**config.mk**
```make
export PLATFORM = sky130hd
export DESIGN_NAME = uart_rx
export DESIGN_NICKNAME = d
export VERILOG_FILES = /design/src/rtl/uart_pkg.sv /design/src/rtl/sync_2ff.sv /design/src/rtl/uart_rx.sv
export SDC_FILE = /design/constraint.sdc
export NUM_CORES = 1
export LEC_CHECK = 0
export ABC_AREA = 1
export CAP_MARGIN = 25
export CORE_ASPECT_RATIO = 1.4
export CORE_MARGIN = 2
export CORE_UTILIZATION = 45
export CTS_CLUSTER_DIAMETER = 30
export DETAILED_ROUTE_END_ITERATION = 16
export PLACE_DENSITY = 0.64
export SYNTH_ARGS = -nofsm -noshare
export SYNTH_HDL_FRONTEND = slang
export SYNTH_SLANG_ARGS = --single-unit
```
**constraint.sdc**
```tcl
create_clock -name clk -period 1.46 [get_ports clk]
set_input_delay 0.292 -clock clk [delete_from_list [all_inputs] [get_ports clk]]
set_output_delay 0.292 -clock clk [all_outputs]
set_load 0.05 [all_outputs]
```
**src/rtl/uart_pkg.sv**
```systemverilog
// Shared types and constants for the UART receive path.
package uart_pkg;

  // Receiver frame-tracking states
  typedef enum logic [2:0] {
    ST_IDLE,
    ST_START,
    ST_DATA,
    ST_STOP,
    ST_WAIT_HIGH
  } rx_state_t;

  localparam int UART_DATA_BITS = 8;

  // Clocks from the start-bit edge to the middle of the start bit
  function automatic int half_period(input int clocks_per_bit);
    return clocks_per_bit / 2;
  endfunction

endpackage

```
**src/rtl/sync_2ff.sv**
```systemverilog
// Generic two-flop synchronizer for an asynchronous single-bit input.
module sync_2ff #(
  parameter logic RESET_VAL = 1'b1
) (
  input  logic clk,
  input  logic rst,
  input  logic d,
  output logic q
);

  logic meta_reg;
  logic sync_reg;

  // Two-stage capture; both stages reset to the line's idle level
  always_ff @(posedge clk) begin
    if (rst) begin
      meta_reg <= RESET_VAL;
      sync_reg <= RESET_VAL;
    end else begin
      meta_reg <= d;
      sync_reg <= meta_reg;
    end
  end

  assign q = sync_reg;

endmodule

```
**src/rtl/uart_rx.sv**
```systemverilog
// 8N1 UART receiver with a one-entry output buffer, RTS and error pulses.
module uart_rx
  import uart_pkg::*;
#(
  parameter int CLOCKS_PER_BIT = 556
) (
  input  logic                      clk,
  input  logic                      rst,
  input  logic                      uart_rxd,
  output logic [UART_DATA_BITS-1:0] rx_data,
  output logic                      rx_valid,
  input  logic                      rx_ready,
  output logic                      uart_rts,
  output logic                      frame_err,
  output logic                      overrun
);

  localparam int CW = $clog2(CLOCKS_PER_BIT);
  localparam logic [CW-1:0] BIT_LAST  = CW'(CLOCKS_PER_BIT - 1);
  localparam logic [CW-1:0] HALF_LAST = CW'(half_period(CLOCKS_PER_BIT) - 1);
  localparam logic [CW-1:0] CNT_ONE   = CW'(1);
  localparam logic [2:0]    IDX_LAST  = 3'(UART_DATA_BITS - 1);

  logic rxd_s;

  sync_2ff #(
    .RESET_VAL(1'b1)
  ) u_sync (
    .clk(clk),
    .rst(rst),
    .d  (uart_rxd),
    .q  (rxd_s)
  );

  rx_state_t                 state_reg;
  logic [CW-1:0]             cnt_reg;
  logic [2:0]                idx_reg;
  logic [UART_DATA_BITS-1:0] shift_reg;
  logic [UART_DATA_BITS-1:0] data_reg;
  logic                      valid_reg;
  logic                      rts_reg;
  logic                      fe_reg;
  logic                      ov_reg;
  logic                      rxd_prev_reg;

  // Frame FSM, bit timing, output buffer and registered status outputs
  always_ff @(posedge clk) begin
    if (rst) begin
      state_reg    <= ST_IDLE;
      cnt_reg      <= '0;
      idx_reg      <= '0;
      shift_reg    <= '0;
      data_reg     <= '0;
      valid_reg    <= 1'b0;
      rts_reg      <= 1'b0;
      fe_reg       <= 1'b0;
      ov_reg       <= 1'b0;
      rxd_prev_reg <= 1'b1;
    end else begin
      fe_reg       <= 1'b0;
      ov_reg       <= 1'b0;
      rxd_prev_reg <= rxd_s;
      rts_reg      <= valid_reg;

      // A read empties the buffer unless a commit below refills it
      if (valid_reg && rx_ready) begin
        valid_reg <= 1'b0;
      end

      case (state_reg)
        ST_IDLE: begin
          if (rxd_prev_reg && !rxd_s) begin
            cnt_reg   <= '0;
            state_reg <= ST_START;
          end
        end

        ST_START: begin
          if (cnt_reg == HALF_LAST) begin
            cnt_reg <= '0;
            if (!rxd_s) begin
              idx_reg   <= '0;
              state_reg <= ST_DATA;
            end else begin
              // Line went back high before mid-bit: treat as a glitch
              state_reg <= ST_IDLE;
            end
          end else begin
            cnt_reg <= cnt_reg + CNT_ONE;
          end
        end

        ST_DATA: begin
          if (cnt_reg == BIT_LAST) begin
            cnt_reg   <= '0;
            shift_reg <= {rxd_s, shift_reg[UART_DATA_BITS-1:1]};
            if (idx_reg == IDX_LAST) begin
              state_reg <= ST_STOP;
            end else begin
              idx_reg <= idx_reg + 3'd1;
            end
          end else begin
            cnt_reg <= cnt_reg + CNT_ONE;
          end
        end

        ST_STOP: begin
          if (cnt_reg == BIT_LAST) begin
            cnt_reg <= '0;
            if (rxd_s) begin
              state_reg <= ST_IDLE;
              if (!valid_reg || rx_ready) begin
                data_reg  <= shift_reg;
                valid_reg <= 1'b1;
              end else begin
                ov_reg <= 1'b1;
              end
            end else begin
              fe_reg    <= 1'b1;
              state_reg <= ST_WAIT_HIGH;
            end
          end else begin
            cnt_reg <= cnt_reg + CNT_ONE;
          end
        end

        ST_WAIT_HIGH: begin
          // A held-low line (break) must not look like a new start bit
          if (rxd_s) begin
            state_reg <= ST_IDLE;
          end
        end

        default: state_reg <= ST_IDLE;
      endcase
    end
  end

  assign rx_data   = data_reg;
  assign rx_valid  = valid_reg;
  assign uart_rts  = rts_reg;
  assign frame_err = fe_reg;
  assign overrun   = ov_reg;

endmodule

```
==> results by group <==
STA
  – Worst Skew: 0.003737 ns
  – Final period util: 101.0%
  – Setup Viol. Count Final: 2
  – Setup TNS: -0.01591 ns
  – Max-slew violations: 0
  – Actual slew at the worst max-slew pin: 0.4460 ns
  – Slew headroom: around 70%
  – Final min period: about 1.5 ns
  – Hold Vio Cnt, Final: 0
  – Fmax: 678.4 MHz
  – RSZ-0062 raised after global routing: true
  – Setup ws final: -0.01395 ns

Power and ir drop
  – LEAKAGE: between 1 and 1.5 nW
  – Clock power share: 25.0%
  – Power per cell area: 1121 nW/µm²
  – IR drop worst, VDD: between 0.001 and 0.0015 V
  – Flop pwr share: approximately two fifths
  – P_int: between 1.5 and 2 mW
  – Sw frac: between 30% and 40%
  – Gate power share: between 30% and 40%
  – Net Switching: approximately 1.1 mW

Hold path
  – Hold Path End: u_sync.q$_SDFF_PP1_
  – Hold depth: 1
  – Type of the most critical hold path: reg -> reg
  – Hold path startpoint: u_sync.meta_reg$_SDFF_PP1_

Floorplanning
  – Starting Density: 46.82%
  – Die height: around 80 µm
  – # rows: 27
  – DIE AREA: 4648 µm²
  – Ports: 16
  – Core area: 3953 µm²
  – Die W: 58.20 µm

Logic synthesis
  – Mapped Cells: between 200 and 250
  – Cell taking the most area after synthesis: dfxtp_1
  – Post-synth top area share: a little over two fifths
  – Sequential element share of the synthesized area: between 40% and 50%
  – Synth Flop Type: dfxtp_1
  – Synth Net Count: roughly 250
  – Avg Inst Size Synth: roughly 7.6 µm²
  – Post-synthesis cell area: roughly 1900 µm²
  – Top-count cell post-synth: nor2_1
  – Area contributors post-synth: dfxtp_1 42%, nor2_1 9.5%, nand2_1 7.1%
  – Post-synth ARST share: 0%
  – Synth warn: 0
  – Netlist cell types: 30
  – #FFs+latches synth: 39
  – Top cells by count, synth: 47 x nor2_1, 39 x dfxtp_1, 35 x nand2_1
  – EDFF count, synth: 0

Finish
  – # nets final: 297
  – Max reg flops: 10
  – FILL cells: around 340
  – Area growth, synth to finish: 40.64%
  – Diode count: 0
  – Post-route cell area: roughly 2600 µm²
  – Share of cells above drive strength 1: around a third

Placed design
  – Gp weighted congestion: about 0.87
  – Placement Cell Area: roughly 2300 µm²
  – HPWL after DPL: 3.037 mm
  – Port Buffers: 15

Detailed routing
  – Final WL: about 4.2 mm
  – Avg Vias per Cell: around 5
  – ANT nets after route: 0
  – Number of detailed-route iterations in the first pass: 4
  – Avg WL per Cell: between 10 and 15 µm
  – Drt initial violations: between 70 and 80
  – Residual DRC count: 0
  – Via count: approximately 1,700

Run status
  – Status: finished, violations left
  – Failing checks: setup timing

Worst setup path
  – Worst-path maximum fanout: 6
  – Worst reg2reg path startpoint: cnt_reg[1]$_SDFFE_PP0P_
  – Crit path DAT: 1.67 ns
  – CP required: between 1.5 and 2 ns
  – R2r setup slk: -0.01 ns
  – Reg2Reg Capture Point: idx_reg[0]$_SDFFE_PP0P_
  – Crit path launch type: flip-flop
  – Crit path capture type: flip-flop
  – Reg2Reg Depth: 10
  – WS Path Type: reg -> reg

Job
  – Max-cap viol count: 0

CTS
  – TritonCTS buffer count: 5
  – Post-CTS Hold Buffers: 0
  – Reg clk slew, reported paths: roughly 0.080 ns
  – Clock sink count: 39
  – CTS HTree Levels: 2
  – CTS tree: built
  – Max Root-Sink Buffers: 2
  – Clock latency on the worst-skew pair: approximately 0.30 ns
  – CTS root buffer: clkbuf_8

Global routing
  – Grt ovf: 0
  – Initial antenna violation count: 0
  – Vias in the first global route: 1,637
  – First-pass GRT wire length: approximately 7.1 mm
  – Gr usage total: just over 20%
  – Largest net degree at the start of global routing: 13
[cells by family after synthesis]
| logic type | after synthesis | synth area share, % |
|---|---|---|
| AND/OR/NAND/NOR | 131 | 36.71 |
| flip-flops | 39 | 42.19 |
| AO/OA/AOI/OAI | 33 | 10.14 |
| buffers and inverters | 33 | 6.829 |
| adder cells (fa/ha/maj) | 4 | 2.705 |
| XOR/XNOR | 3 | 1.420 |
[power by group through the flow]
| stage | Sequential [mW] | Combinational [mW] | Clock, mW |
|---|---|---|---|
| 5_1_grt | 1.22 | 1.10 | 0.793 |
| 2_1_floorplan | 1.17 | 0.598 | 0 |
| 6_report | 1.21 | 0.976 | 0.730 |
| 3_5_place_dp | 1.20 | 0.830 | 0 |
| 4_1_cts | 1.20 | 0.887 | 0.746 |
| 3_3_place_gp | 1.20 | 0.835 | 0 |
[critical path, cell delays in order, from the launching register on]
cell,delay [ns]
dfxtp_4,0.37
inv_2,0.07
ha_4,0.12
nand2_2,0.04
nor2_1,0.09
nand4_1,0.16
nand2_4,0.16
buf_4,0.13
nand3_4,0.08
nor2_4,0.10
nor2_1,0.04
[placed cells by master (no fill, tap or decap), types with 3 or more instances in the layout]
master            n
o21ai_2           3
o21ai_1          14
nand3_2           4
o21ai_0           4
nand2_1          33
clkbuf_8          5
inv_2             6
clkdlybuf4s50_1   3
dfxtp_1          36
inv_1            22
nand2_4           4
nor2_2            6
nand3_4           4
nand4_1           8
nor2_1           44
nand3_1          10
nand2_2           6
buf_6             4
buf_4            23
a21oi_1           9
nor2_4            4
xor2_1            3
buf_12           13
[routing by layer]
| layer | vias up | GRT usage [%] | wire length, µm |
|---|---|---|---|
| met1 | 777 | 22.06 | 1757 |
| met5 | - | 0 | 0 |
| met2 | 19 | 35.91 | 2207 |
| met3 | 8 | 4.700 | 94 |
| met4 | 0 | 10.00 | 100 |
| li1 | 879 | - | - |
[what timing repair did]
action,in CTS,in global routing
setup endpoints to repair,24,27
pin swaps,5,17
gates resized for setup,10,27
setup buffers,2,5
[how the worst max path moves through the flow]
stage | from | to | slack (ns) | depth (start not counted)
CTS | cnt_reg[1]$_SDFFE_PP0P_ | cnt_reg[5]$_SDFFE_PP0P_ | -0.03 | 9
global placement | cnt_reg[0]$_SDFFE_PP0P_ | cnt_reg[9]$_SDFFE_PP0P_ | -0.11 | 8
finish | cnt_reg[1]$_SDFFE_PP0P_ | idx_reg[0]$_SDFFE_PP0P_ | -0.01 | 10
floorplan | cnt_reg[0]$_SDFFE_PP0P_ | cnt_reg[5]$_SDFFE_PP0P_ | 0.008 | 8
global route | cnt_reg[1]$_SDFFE_PP0P_ | cnt_reg[3]$_SDFFE_PP0P_ | -0.10 | 9
detailed placement | cnt_reg[0]$_SDFFE_PP0P_ | cnt_reg[5]$_SDFFE_PP0P_ | -0.12 | 8
[final cells by class]
class	instances	area (µm²)	area share [%]
flip-flops and latches	39	789.5	30.34
well taps	43	53.80	2.067
clock inverters	2	12.51	0.4808
clock buffers	6	72.57	2.788
repair buffers	43	508.0	19.52
inverters	29	113.9	4.375
multi-input cells	171	1052	40.43
[stage by stage]
stage | setup WS (ns) | util [%] | total power, mW | hold slack (ns) | cells
final | -0.01395 | 65.84 | 2.917 | 0.4138 | 333
after global routing | -0.1028 | 65.84 | 3.108 | 0.4448 | 333
after CTS | -0.03169 | 62.55 | 2.835 | 0.4174 | 328
after detailed placement | -0.1154 | 58.94 | 2.028 | 0.3989 | 318
after global placement | -0.1120 | 58.94 | 2.031 | 0.3928 | 318
after floorplan | 0.007794 | - | 1.767 | 0.3895 | 243
(Power assumes the default switching activity.)
==> RTL edit (config.mk and constraints unchanged) <==
Encoding of `rx_state_t`: now Gray code (3 bits for 5 states).
--- a/src/rtl/uart_pkg.sv
+++ b/src/rtl/uart_pkg.sv
@@ -5,7 +5,7 @@
   typedef enum logic [2:0] {
-    ST_IDLE,
-    ST_START,
-    ST_DATA,
-    ST_STOP,
-    ST_WAIT_HIGH
+    ST_IDLE      = 3'b000,
+    ST_START     = 3'b001,
+    ST_DATA      = 3'b011,
+    ST_STOP      = 3'b010,
+    ST_WAIT_HIGH = 3'b110
   } rx_state_t;
Behaviour: same outputs for any inputs over 10 cycles, from zero or initial values and one cycle with rst high; not proved beyond that.
==> RTL edit against the unedited design <==
- the flow still finishes with violations (negative setup slack)
- total power down 0.16%
- global-route usage down 0.38 points
- area after synthesis down 3.9%
- highest routed layer unchanged
- setup slack worse by 15 ps
- wire length up 11%
- critical path type unchanged
- cell area up 5.9%
- sequential cell count unchanged
==> RTL edit: results (changes against the unedited design) <==
list of most frequent post-synthesis cells=39 x dfxtp_1, 38 x nand2_1, 37 x nor2_1; sw frac=0.331 (-0.0362); TNS Setup=-77.2 ps (-61.3 ps); Post-CTS Setup Bufs=0 (-2); total track usage=0.199 (-0.00376); placed cells=306 (-3.8%); number of distinct library cells after synthesis=31 (+3.3%); total power=2.91 mW (-0.16%); Worst R2R Path Depth=7 (-3); violated checks=negative setup slack; crit path launch=state_reg[2]$_SDFFE_PP0P_; RD Place Congestion=0.881 (+1.0%); combinational share of power=0.326 (-0.009); first-pass GRT wire length=7010 um (-0.68%); Crit Path Max Fanout=8 (+2); Leak=1.15 nW (+6.8%); Reg power frac=0.408 (-0.007); layout cell share with drive strength beyond 1=0.436 (+0.0982); Nets=289 (-2.7%); status=complete, but fails checks; Synth Net Count=235 (-6.4%); Iter 0 DRT Violations=59 (-22%); Hold WS=411 ps (-2.67 ps); Mapped Cells=227 (-6.6%); register area=795 um2 (+0.63%); Fill cells=297 (-12%); sequential area share after synthesis=0.439 (+0.0169); measured slew at the worst slew-check pin=348 ps (-98.2 ps); post-route insts no fill=325 (-2.4%); post-route setup slack=-29.3 ps (-15.3 ps); synth top area cells=dfxtp_1 44%, nand2_1 8.0%, nor2_1 7.8%; setup violators final=4 (+2); largest net degree at the start of global routing=17 (+4); mean number of vias per cell=5.19 (+2.6%)
RTL edit: changes by cell type after synthesis, moves of 2 or more:
cell / unedited run / this run
inv_1: 24 / 26
nand3_4: 2 / 0
o21ai_0: 7 / 12
nand4_1: 8 / 5
nand2_1: 35 / 38
nand2_2: 7 / 2
nor2_1: 47 / 37
a21oi_2: 0 / 2
o21ai_1: 13 / 0
inv_2: 5 / 3
a211oi_2: 2 / 0
a211oi_1: 0 / 9
nor2_2: 4 / 2
RTL edit: cell type report:
type | instances | share of cell area
Clock buffer | 7 | 0.0313
Tap cell | 43 | 0.0195
Clock inverter | 1 | 0.00318
Multi-Input combinational cell | 154 | 0.390
Sequential cell | 39 | 0.288
Timing Repair Buffer | 52 | 0.227
Inverter | 29 | 0.0413
RTL edit: per-layer routing:
metal	GRT usage	vias up	wire (um)
met5	0	-	0
met4	0.0674	0	97
met3	0.0478	8	122
met2	0.374	26	2640
met1	0.211	811	1770
li1	-	841	-
